[src/rtl/ym_pcm_rate_bridge_pkg.sv]
// Shared definitions for the YM3016 -> S/PDIF rate bridge: FSM encodings,
// register map, CTRL/STATUS field positions and a saturating counter helper.
package ym_pcm_rate_bridge_pkg;

  typedef enum logic [1:0] {
    ST_FILL = 2'd0,
    ST_RUN  = 2'd1
  } state_e;

  localparam logic ADDR_STATUS = 1'b0;
  localparam logic ADDR_CTRL   = 1'b1;

  localparam int STATUS_UND_LSB   = 0;
  localparam int STATUS_OVF_LSB   = 8;
  localparam int STATUS_LEVEL_LSB = 16;
  localparam int STATUS_RUN_BIT   = 24;

  localparam int STATUS_CLR_UND_BIT = 0;
  localparam int STATUS_CLR_OVF_BIT = 1;

  // Packed so the field order lands on CTRL bits [4:2]=att, [1]=swap, [0]=mute.
  typedef struct packed {
    logic [2:0] att;
    logic       swap;
    logic       mute;
  } ctrl_t;

  function automatic logic [7:0] sat_inc8(input logic [7:0] v);
    return (v == 8'hFF) ? v : v + 8'd1;
  endfunction

endpackage

[src/rtl/ym_pcm_rate_bridge_if.sv]
// Bundles the PCM input, S/PDIF sample port and Wishbone slave signals of the
// rate bridge; master drives stimulus/bus requests, slave is the bridge.
interface ym_pcm_rate_bridge_if;

  logic        in_valid;
  logic [15:0] in_left;
  logic [15:0] in_right;
  logic        spdif_channel;
  logic [23:0] spdif_pcm;
  logic        wb_addr;
  logic [31:0] wb_wdata;
  logic        wb_we;
  logic        wb_cyc;
  logic [31:0] wb_rdata;
  logic        wb_ack;

  modport master (
    output in_valid, in_left, in_right, spdif_channel,
    output wb_addr, wb_wdata, wb_we, wb_cyc,
    input  spdif_pcm, wb_rdata, wb_ack
  );

  modport slave (
    input  in_valid, in_left, in_right, spdif_channel,
    input  wb_addr, wb_wdata, wb_we, wb_cyc,
    output spdif_pcm, wb_rdata, wb_ack
  );

endinterface

[src/rtl/ym_pcm_rate_bridge_fifo.sv]
// Synchronous stereo-frame FIFO with asynchronous read port, fill level, and
// simultaneous push/pop (a pop frees the slot a same-cycle push needs when full).
module ym_pcm_rate_bridge_fifo #(
  parameter int AW = 4,
  parameter int DW = 32
) (
  input  logic          clk,
  input  logic          reset,
  input  logic          i_push,
  input  logic [DW-1:0] i_wdata,
  input  logic          i_pop,
  output logic [DW-1:0] o_rdata,
  output logic [AW:0]   o_level,
  output logic          o_full,
  output logic          o_empty
);

  localparam logic [AW:0] LP_DEPTH = {1'b1, {AW{1'b0}}};

  logic [DW-1:0] r_mem [2**AW];
  logic [AW-1:0] r_wr_ptr;
  logic [AW-1:0] r_rd_ptr;
  logic [AW:0]   r_level;
  logic          w_push_ok;
  logic          w_pop_ok;

  assign o_full    = (r_level == LP_DEPTH);
  assign o_empty   = (r_level == {(AW+1){1'b0}});
  assign w_pop_ok  = i_pop & ~o_empty;
  assign w_push_ok = i_push & (~o_full | w_pop_ok);
  assign o_rdata   = r_mem[r_rd_ptr];
  assign o_level   = r_level;

  // Storage array, left unreset so it can map onto RAM.
  always_ff @(posedge clk) begin
    if (w_push_ok) begin
      r_mem[r_wr_ptr] <= i_wdata;
    end
  end

  // Pointers and occupancy.
  always_ff @(posedge clk) begin
    if (reset) begin
      r_wr_ptr <= {AW{1'b0}};
      r_rd_ptr <= {AW{1'b0}};
      r_level  <= {(AW+1){1'b0}};
    end else begin
      if (w_push_ok) begin
        r_wr_ptr <= r_wr_ptr + AW'(1);
      end
      if (w_pop_ok) begin
        r_rd_ptr <= r_rd_ptr + AW'(1);
      end
      case ({w_push_ok, w_pop_ok})
        2'b10:   r_level <= r_level + (AW+1)'(1);
        2'b01:   r_level <= r_level - (AW+1)'(1);
        default: r_level <= r_level;
      endcase
    end
  end

endmodule

[src/rtl/ym_pcm_rate_bridge.sv]
// Rate bridge between the YM3016 decoder and spdif_tx: buffers stereo frames,
// pops one per S/PDIF frame, repeats on underrun, drops on overflow; WB status/ctrl.
module ym_pcm_rate_bridge
  import ym_pcm_rate_bridge_pkg::*;
#(
  parameter int FIFO_AW = 4,
  parameter int PREFILL = 8
) (
  input  logic                  clk,
  input  logic                  reset,
  ym_pcm_rate_bridge_if.slave   bus
);

  localparam logic [FIFO_AW:0] LP_PREFILL = (FIFO_AW+1)'(PREFILL);

  state_e              r_state;
  logic                r_ch_q;
  logic signed [15:0]  r_held_l;
  logic signed [15:0]  r_held_r;
  logic [7:0]          r_und_cnt;
  logic [7:0]          r_ovf_cnt;
  ctrl_t               r_ctrl;
  logic                r_wb_ack;
  logic [31:0]         r_wb_rdata;

  logic                w_strobe;
  logic                w_pop;
  logic                w_ovf_evt;
  logic                w_und_evt;
  logic                w_wb_wr;
  logic                w_clr_und;
  logic                w_clr_ovf;
  logic [31:0]         w_fifo_rdata;
  logic [FIFO_AW:0]    w_level;
  logic                w_full;
  logic                w_empty;
  logic [31:0]         w_status;
  logic                w_sel;
  logic signed [15:0]  w_s;
  logic signed [15:0]  w_s_att;
  logic [23:0]         w_pcm;

  // A frame starts when spdif_tx moves from the right slot back to the left.
  assign w_strobe  = r_ch_q & ~bus.spdif_channel;
  assign w_pop     = w_strobe & (r_state == ST_RUN) & ~w_empty;
  assign w_und_evt = w_strobe & (r_state == ST_RUN) & w_empty;
  assign w_ovf_evt = bus.in_valid & w_full & ~w_pop;

  assign w_wb_wr   = bus.wb_cyc & bus.wb_we & r_wb_ack;
  assign w_clr_und = w_wb_wr & (bus.wb_addr == ADDR_STATUS) & bus.wb_wdata[STATUS_CLR_UND_BIT];
  assign w_clr_ovf = w_wb_wr & (bus.wb_addr == ADDR_STATUS) & bus.wb_wdata[STATUS_CLR_OVF_BIT];

  ym_pcm_rate_bridge_fifo #(
    .AW (FIFO_AW),
    .DW (32)
  ) u_fifo (
    .clk     (clk),
    .reset   (reset),
    .i_push  (bus.in_valid),
    .i_wdata ({bus.in_left, bus.in_right}),
    .i_pop   (w_pop),
    .o_rdata (w_fifo_rdata),
    .o_level (w_level),
    .o_full  (w_full),
    .o_empty (w_empty)
  );

  // Registered copy of the channel select for frame-edge detection.
  always_ff @(posedge clk) begin
    if (reset) begin
      r_ch_q <= 1'b0;
    end else begin
      r_ch_q <= bus.spdif_channel;
    end
  end

  // Fill/run state machine owning the held output frame.
  always_ff @(posedge clk) begin
    if (reset) begin
      r_state  <= ST_FILL;
      r_held_l <= 16'sd0;
      r_held_r <= 16'sd0;
    end else begin
      case (r_state)
        ST_FILL: begin
          r_held_l <= 16'sd0;
          r_held_r <= 16'sd0;
          if (w_level >= LP_PREFILL) begin
            r_state <= ST_RUN;
          end
        end
        ST_RUN: begin
          if (w_pop) begin
            r_held_l <= w_fifo_rdata[31:16];
            r_held_r <= w_fifo_rdata[15:0];
          end else if (w_und_evt) begin
            r_state <= ST_FILL;
          end
        end
        default: begin
          r_state  <= ST_FILL;
          r_held_l <= 16'sd0;
          r_held_r <= 16'sd0;
        end
      endcase
    end
  end

  // Saturating event counters; a software clear beats a same-cycle increment.
  always_ff @(posedge clk) begin
    if (reset) begin
      r_und_cnt <= 8'd0;
      r_ovf_cnt <= 8'd0;
    end else begin
      if (w_clr_und) begin
        r_und_cnt <= 8'd0;
      end else if (w_und_evt) begin
        r_und_cnt <= sat_inc8(r_und_cnt);
      end
      if (w_clr_ovf) begin
        r_ovf_cnt <= 8'd0;
      end else if (w_ovf_evt) begin
        r_ovf_cnt <= sat_inc8(r_ovf_cnt);
      end
    end
  end

  // STATUS register image.
  always_comb begin
    w_status = 32'h0000_0000;
    w_status[STATUS_UND_LSB +: 8]            = r_und_cnt;
    w_status[STATUS_OVF_LSB +: 8]            = r_ovf_cnt;
    w_status[STATUS_LEVEL_LSB +: FIFO_AW+1]  = w_level;
    w_status[STATUS_RUN_BIT]                 = (r_state == ST_RUN);
  end

  // Wishbone slave: single-pulse ack, read data only alongside ack.
  always_ff @(posedge clk) begin
    if (reset) begin
      r_wb_ack   <= 1'b0;
      r_wb_rdata <= 32'h0000_0000;
      r_ctrl     <= '{att: 3'd0, swap: 1'b0, mute: 1'b0};
    end else begin
      r_wb_ack <= bus.wb_cyc & ~r_wb_ack;
      if (bus.wb_cyc & ~r_wb_ack) begin
        r_wb_rdata <= (bus.wb_addr == ADDR_CTRL) ? {27'd0, r_ctrl} : w_status;
      end else begin
        r_wb_rdata <= 32'h0000_0000;
      end
      if (w_wb_wr & (bus.wb_addr == ADDR_CTRL)) begin
        r_ctrl <= ctrl_t'(bus.wb_wdata[4:0]);
      end
    end
  end

  // Zero-latency sample path so spdif_tx sees the right slot immediately.
  always_comb begin
    w_sel   = r_ctrl.swap ^ bus.spdif_channel;
    w_s     = w_sel ? r_held_r : r_held_l;
    w_s_att = w_s >>> r_ctrl.att;
    if (r_ctrl.mute) begin
      w_pcm = 24'h00_0000;
    end else begin
      w_pcm = {w_s_att, 8'h00};
    end
  end

  assign bus.spdif_pcm = w_pcm;
  assign bus.wb_ack    = r_wb_ack;
  assign bus.wb_rdata  = r_wb_rdata;

endmodule

[src/flat_wrapper.sv]
// flat-port wrapper written by rule: the top's interface ports become plain ports
module ym_pcm_rate_bridge_flat import ym_pcm_rate_bridge_pkg::*;
#(
  parameter int FIFO_AW = 4,
  parameter int PREFILL = 8
)
  (clk, reset, bus_in_valid, bus_in_left, bus_in_right, bus_spdif_channel, bus_wb_addr, bus_wb_wdata, bus_wb_we, bus_wb_cyc, bus_spdif_pcm, bus_wb_rdata, bus_wb_ack);
  ym_pcm_rate_bridge_if bus_i ();
  input  logic clk;
  input  logic reset;
  input wire logic [$bits(bus_i.in_valid)-1:0] bus_in_valid;
  input wire logic [$bits(bus_i.in_left)-1:0] bus_in_left;
  input wire logic [$bits(bus_i.in_right)-1:0] bus_in_right;
  input wire logic [$bits(bus_i.spdif_channel)-1:0] bus_spdif_channel;
  input wire logic [$bits(bus_i.wb_addr)-1:0] bus_wb_addr;
  input wire logic [$bits(bus_i.wb_wdata)-1:0] bus_wb_wdata;
  input wire logic [$bits(bus_i.wb_we)-1:0] bus_wb_we;
  input wire logic [$bits(bus_i.wb_cyc)-1:0] bus_wb_cyc;
  output wire logic [$bits(bus_i.spdif_pcm)-1:0] bus_spdif_pcm;
  output wire logic [$bits(bus_i.wb_rdata)-1:0] bus_wb_rdata;
  output wire logic [$bits(bus_i.wb_ack)-1:0] bus_wb_ack;
  assign bus_i.in_valid = bus_in_valid;
  assign bus_i.in_left = bus_in_left;
  assign bus_i.in_right = bus_in_right;
  assign bus_i.spdif_channel = bus_spdif_channel;
  assign bus_i.wb_addr = bus_wb_addr;
  assign bus_i.wb_wdata = bus_wb_wdata;
  assign bus_i.wb_we = bus_wb_we;
  assign bus_i.wb_cyc = bus_wb_cyc;
  assign bus_spdif_pcm = bus_i.spdif_pcm;
  assign bus_wb_rdata = bus_i.wb_rdata;
  assign bus_wb_ack = bus_i.wb_ack;
  ym_pcm_rate_bridge #(.FIFO_AW(FIFO_AW), .PREFILL(PREFILL)) u_core (.clk(clk), .reset(reset), .bus(bus_i));
endmodule
[config.mk]
export PLATFORM = sky130hd
export DESIGN_NAME = ym_pcm_rate_bridge_flat
export DESIGN_NICKNAME = d
export VERILOG_FILES = /design/src/rtl/ym_pcm_rate_bridge_pkg.sv /design/src/rtl/ym_pcm_rate_bridge_if.sv /design/src/rtl/ym_pcm_rate_bridge_fifo.sv /design/src/rtl/ym_pcm_rate_bridge.sv /design/src/flat_wrapper.sv
export SDC_FILE = /design/constraint.sdc
export NUM_CORES = 1
export LEC_CHECK = 0
export CORE_MARGIN = 2
export CORE_UTILIZATION = 56
export CTS_BUF_LIST = sky130_fd_sc_hd__clkbuf_2
export CTS_CLUSTER_SIZE = 24
export DETAILED_ROUTE_END_ITERATION = 7
export PLACE_DENSITY = 0.78
export SYNTH_ARGS = -nofsm -noshare
export SYNTH_HDL_FRONTEND = slang
export SYNTH_SLANG_ARGS = --single-unit
[constraint.sdc]
create_clock -name clk -period 4.2 [get_ports clk]
set_input_delay 0.84 -clock clk [delete_from_list [all_inputs] [get_ports clk]]
set_output_delay 0.84 -clock clk [all_outputs]
set_load 0.01 [all_outputs]
---- Word level (Yosys, flattened, before mapping) ----
Memory sizes are Yosys's and may differ from the RTL's. A register that Yosys moved wholly into a read port is not among the register bits.
Cells that the tools add are included.
word-level totals
  memory bits (writable) .................. 512
  bits in read-only memories .............. 0
  input port bits ......................... 71
  logic and storage cells ................. 79
  register bits ........................... 70
  latch bits .............................. 0
  memories kept ........................... 1
  output and inout port bits .............. 57
memory list
  memory               depth  bits a word  rd ports  clocked after Yosys merged registers in  write ports  RTL line                       text
  u_core.u_fifo.r_mem  16     32           1         1                                        1            ym_pcm_rate_bridge_fifo.sv:20  logic [DW-1:0] r_mem [2**AW];
cells by class
  order comparisons ....................... 1
  div/mod/pow operators ................... 0
  shift-type cells ........................ 1
  bitwise operators ....................... 27
  eq/ne operators ......................... 9
  reduce and logical (&&, ||, !) cells .... 11
  mux-type cells .......................... 10
  add/sub/neg operators ................... 6
  multiply operators ...................... 0
operators by type and width
  kind                                                    count
  two-way mux 24 bit                                      1
  adder 8 x 1 -> 8 bit (second input constant)            2
  equality test 8 bit (second input constant)             2
  two-way mux 16 bit                                      1
  >>> shifter 16 x 3 -> 16 bit                            1
  bitwise AND 1 bit                                       15
  NOT 1 bit                                               10
  one-hot mux 5 bit (2 select lines)                      1
  adder 4 x 1 -> 4 bit (second input constant)            2
  OR reduction 2 bit                                      4
  two-way mux 2 bit                                       3
  adder 5 x 1 -> 5 bit (second input constant)            1
  equality test 5 bit (second input constant)             1
  >= comparator 5 x 4 -> 1 bit (second input constant)    1
  logical NOT 5 bit                                       1
  two-way mux 5 bit                                       1
  subtractor 5 x 1 -> 5 bit (second input constant)       1
  equality test 2 x 1 -> 1 bit (second input constant)    2
  inequality test 2 x 1 -> 1 bit (second input constant)  2
  one-hot mux 2 bit (2 select lines)                      1
  AND reduction 2 bit                                     2
  AND reduction 3 bit                                     1
  OR reduction 3 bit                                      1
  equality test 2 bit (second input constant)             1
  other kinds (6)                                         7

---- Depth between registers and ports, before layout ----
  depth after elaboration ................. 9
  depth in mapped cells ................... 9
  depth with buffers taken out ............ 8

---- Modules after synthesis ----
Synthesis repeated with hierarchy kept, for this count alone.
second synthesis, totals
  cell total of the unflattened synthesis .. 1339
  area, all modules ....................... 24000.5 um^2
modules (own cells, without submodules)
  module                   area an instance (um^2)  cells each  sequential area each (um^2)  instances
  ym_pcm_rate_bridge_fifo  20149.3                  911         15715.1                      1
  ym_pcm_rate_bridge       3851.2                   428         1561.5                       1

---- Worst setup path before layout ----
Ideal clock, no wire load.
  path type ............................... in2reg
  start ................................... input port bus_in_valid
  end ..................................... memory u_core.u_fifo.r_mem[2][0], enable pin
  setup slack ............................. -213 ps
  buffers on the path ..................... 1
  stages .................................. 5
  setup time .............................. 461 ps
  data arrival time ....................... 3952 ps
  data required time ...................... 3739 ps
  path through ............................ clkbuf_1 > inv_1 > a31oi_1 > nand2_1 > nor3_1
on the way
  cells in the longest elaborated chain, start to end .. 3
ends and longest elaborated chain
  element                                  RTL line                       text
  from (decl)                              flat_wrapper.sv:11             input wire logic [$bits(bus_i.in_valid)-1:0] bus_in_valid;
  bitwise AND 1 bit                        ym_pcm_rate_bridge_fifo.sv:30  assign w_push_ok = i_push & (~o_full | w_pop_ok);
  two-way mux 1 bit                        ym_pcm_rate_bridge_fifo.sv:36  if (w_push_ok) begin
  two-way mux 1 bit (not written as such)  ym_pcm_rate_bridge_fifo.sv:37  r_mem[r_wr_ptr] <= i_wdata;
  to (decl)                                ym_pcm_rate_bridge_fifo.sv:20
No other way between the ends.

---- Final worst setup path ----
  start ................................... input port bus_spdif_channel
  end ..................................... output port bus_spdif_pcm[21]
on the way
  cells in the longest elaborated chain, start to end .. 4
ends and longest elaborated chain
  element                       RTL line                   text
  from (decl)                   flat_wrapper.sv:14         input wire logic [$bits(bus_i.spdif_channel)-1:0] bus_spdif_channel;
  XOR 1 bit                     ym_pcm_rate_bridge.sv:158  w_sel = r_ctrl.swap ^ bus.spdif_channel;
  two-way mux 16 bit            ym_pcm_rate_bridge.sv:159  w_s = w_sel ? r_held_r : r_held_l;
  >>> shifter 16 x 3 -> 16 bit  ym_pcm_rate_bridge.sv:160  w_s_att = w_s >>> r_ctrl.att;
  two-way mux 24 bit            ym_pcm_rate_bridge.sv:161  if (r_ctrl.mute) begin
  to (decl)                     flat_wrapper.sv:19         output wire logic [$bits(bus_i.spdif_pcm)-1:0] bus_spdif_pcm;
No other way between the ends.

==> out/qor.csv <==
stage,metric,value,unit
outcome,status,completed,
cts,CTS buffer count,147,
drt,Vias/cell,5.96,
setup_path,CP max stage cell,clkdlybuf4s50_1,
drt,number of iterations in the first detailed-routing pass,5,
die,Initial Utilization,0.566,
drt,DRC Markers,0,
finish,Area Growth Syn to Fin,13.0,%
cts,worst-case clock buffer depth,3,
sta,Worst Clk Skew,60.7,ps
power_and_ir_drop,leak pwr,9.09,nW
worst_hold_path,Hold Path Class,in -> reg,
sta,FMAX,244,MHz
global_routing,grt total ovfl,0,
synth,"Seq/Total Area, Yosys",0.709,
synth,Commonest cells post-synth,"512 x edfxtp_1, 106 x mux4_2, 91 x dfxtp_1, 79 x nor2_1, 60 x mux2i_1",
power_and_ir_drop,worst vdd ir,0.000220,V
synth,Synth Instances,1254,
placement,worst-case setup slack after placement,-7.45,ps
sta,"Slew Viols, Final",0,
power_and_ir_drop,Power Internal,0.00823,W
finish,# nets final,1541,
global_routing,vias in the first global route,13100,
power_and_ir_drop,share of power burned in registers,0.614,
drt,Vias,12900,
synth,most frequent cell after synthesis,edfxtp_1,
cts,root buffer cell,clkbuf_2,
power_and_ir_drop,P_sw,0.00249,W
setup_path,critical path's largest stage delay,620,ps
setup_path,CP Capture Type,primary output,
drt,post-DR wirelength/cell,23.4,um
drt,Routed Antenna Nets,0,
synth,Mapped Area,24300,sq um
placement,Routability Congestion,0.876,
setup_path,CP Max Fanout,7,
run,max-cap viol count,0,
cts,clk_lat worst skew,1090,ps
die,Die Y,212,um
synth,Synth cell types,71,
sta,Hold Slack,429,ps
setup_path,Crit Path Class,in -> out,
sta,setup ws final,107,ps
global_routing,largest net degree at the start of global routing,68,
die,DIE AREA,45000,sq um
die,core outline area,42900,sq um
sta,Tcrit/Tclk final,0.975,
global_routing,GRT Total Usage,0.233,
placement,Port Buffer Count,82,
setup_path,Bufs and invs on worst path,5,
setup_path,CP Launch Type,primary input,
die,row cnt,76,
drt,Total Wirelength,50600,um
finish,share of cells above drive strength 1,0.295,
synth,prevailing post-synth register cell,edfxtp_1,
drt,DR iter-0 viols,1294,
sta,Max-slew headroom,0.450,
setup_path,CP Data Arrival Time,3250,ps
sta,Worst Tran Pin Value,821,ps
cts,CTS sink count,603,
synth,"FF+latch count, synth",603,
synth,Post-synth EDFFs,512,
cts,CTS tree,done,
setup_path,family with the most delay on the worst path,buffers and inverters,
power_and_ir_drop,part of the power in the clock network,0.350,
global_routing,initial antenna violation count,1,
power_and_ir_drop,Switching Fraction,0.232,
placement,HPWL after detailed placement,27900,um
synth,Post-synth ARST share,0,
cts,hold-fix buffers at CTS,0,
global_routing,global-route wire length before repair,77100,um
power_and_ir_drop,combinational share of power,0.035,
cts,CTS H-Tree Depth,4,
synth,synthesized area per cell,19.3,sq um
power_and_ir_drop,Power Density,391,nW/um^2
sta,Final Hold Vio Count,0,
setup_path,crit-path cells,"clkdlybuf4s50_1, xor2_4, buf_8, buf_4, mux2i_2, buf_4, a21boi_0, nor3_1, clkdlybuf4s50_1",
synth,synth warn,0,
sta,Final setup violation count,0,
die,Ports,128,
synth,post-synth top area cell,edfxtp_1,
synth,Synth top area share,0.634,
die,DIE WIDTH,212,um
synth,Synth area leaders,"edfxtp_1 63%, mux4_2 9.8%, dfxtp_1 7.5%",
cts,CTS clock-pin slew for the worst setup and hold paths,80,ps
sta,Final min period,4090,ps
setup_path,Worst Path Required,3360,ps
[sequential cells by signal, summed over array words and instances (netlist names), 5 cells and up]
register and flops:
u_core.r_held_r 16, u_core.r_ovf_cnt 8, u_core.r_und_cnt 8, u_core.r_ctrl 5
u_core.r_held_l 16, u_core.bus.wb_rdata 22, u_core.u_fifo.r_mem 512, u_core.u_fifo.o_level 5
[kinds of logic (layout without fill, tap and decap cells)]
family / after synthesis / in the layout / synth area share
buffers and inverters: 97 / 401 / 0.0270
adders and majority gates: 9 / 9 / 0.00464
other: 1 / 19 / 0.000155
muxes: 243 / 243 / 0.181
DFF: 603 / 603 / 0.709
and+or+nand+nor: 186 / 186 / 0.0401
AOI/OAI and AO/OA: 107 / 107 / 0.0351
xor gates and xnor gates: 8 / 8 / 0.00320
[cell usage in the layout (no fill, tap or decap), types with 12 or more instances in the layout]
cell,n
mux2i_1,56
conb_1,18
clkbuf_2,209
a21oi_1,24
mux4_1,36
clkdlybuf4s50_1,70
mux2_2,41
nand2_1,17
mux4_2,106
a221o_1,30
dfxtp_1,85
edfxtp_1,512
and2_1,17
nor2_1,67
clkinv_1,38
nor2_4,12
buf_12,19
buf_4,27
nand3_1,12
[final timing paths]
| check | startpoint | endpoint | slack [ps] | cells after the start |
|---|---|---|---|---|
| worst max-delay path | bus_spdif_channel | bus_spdif_pcm[21] | 110 | 9 |
| worst min-delay path | bus_wb_wdata[4] | u_core.r_ctrl[4] | 430 | 3 |
| worst max register to register | u_core.u_fifo.o_level[4] | u_core.u_fifo.o_level[4] | 1250 | 8 |
| worst min register to register | u_core.r_ovf_cnt[5] | u_core.r_ovf_cnt[5] | 500 | 2 |
[routing by layer]
layer,track usage,part of all wire
met5,0,0
met4,0.0831,0.019
met3,0.0514,0.075
met2,0.365,0.48
met1,0.328,0.42
[worst min-delay path, cell delays in order]
cell and delay, ps:
clkdlybuf4s50_1 400, mux2i_1 130, nor2_1 50
[stage by stage]
| step | utilization | area, sq um | TNS, ps | total power (W) | cells |
|---|---|---|---|---|---|
| 2_1_floorplan | - | 24300 | 0 | 0.00692 | 1271 |
| 3_3_place_gp | 0.605 | 25900 | -70.1 | 0.00708 | 1890 |
| 3_5_place_dp | 0.605 | 25900 | -13.8 | 0.00710 | 1890 |
| 4_1_cts | 0.639 | 27400 | 0 | 0.0108 | 2160 |
| 5_1_grt | 0.639 | 27400 | -46.0 | 0.0112 | 2161 |
| 6_report | 0.639 | 27400 | 0 | 0.0107 | 2161 |
[power by group through the flow]
| stage | Combinational, W | Sequential, W | Clock [W] |
|---|---|---|---|
| 2_1_floorplan | 0.000207 | 0.00671 | 0 |
| 3_3_place_gp | 0.000359 | 0.00672 | 0 |
| 3_5_place_dp | 0.000372 | 0.00672 | 0 |
| 4_1_cts | 0.000383 | 0.00659 | 0.00388 |
| 5_1_grt | 0.000413 | 0.00659 | 0.00417 |
| 6_report | 0.000379 | 0.00658 | 0.00376 |
[area by class of cell]
cell class	count	area, sq um
fillers	2959	15500
flip-flops and latches	603	17200
clock inverters	55	297
well taps	585	732
multi-input cells	571	6640
clock buffers	208	1040
diodes	1	2.50
inverters	8	33.8
repair buffers	130	1460
[timing repair]
action / in CTS / in global routing
gates cloned: 1 / 0
endpoints found under the hold margin: 0 / 0
endpoints found under the setup margin: 15 / 10
pin swaps: 1 / 0
gates resized for setup: 14 / 13
setup buffers: 6 / 0
No activity file was read; power rests on OpenSTA's default activity.
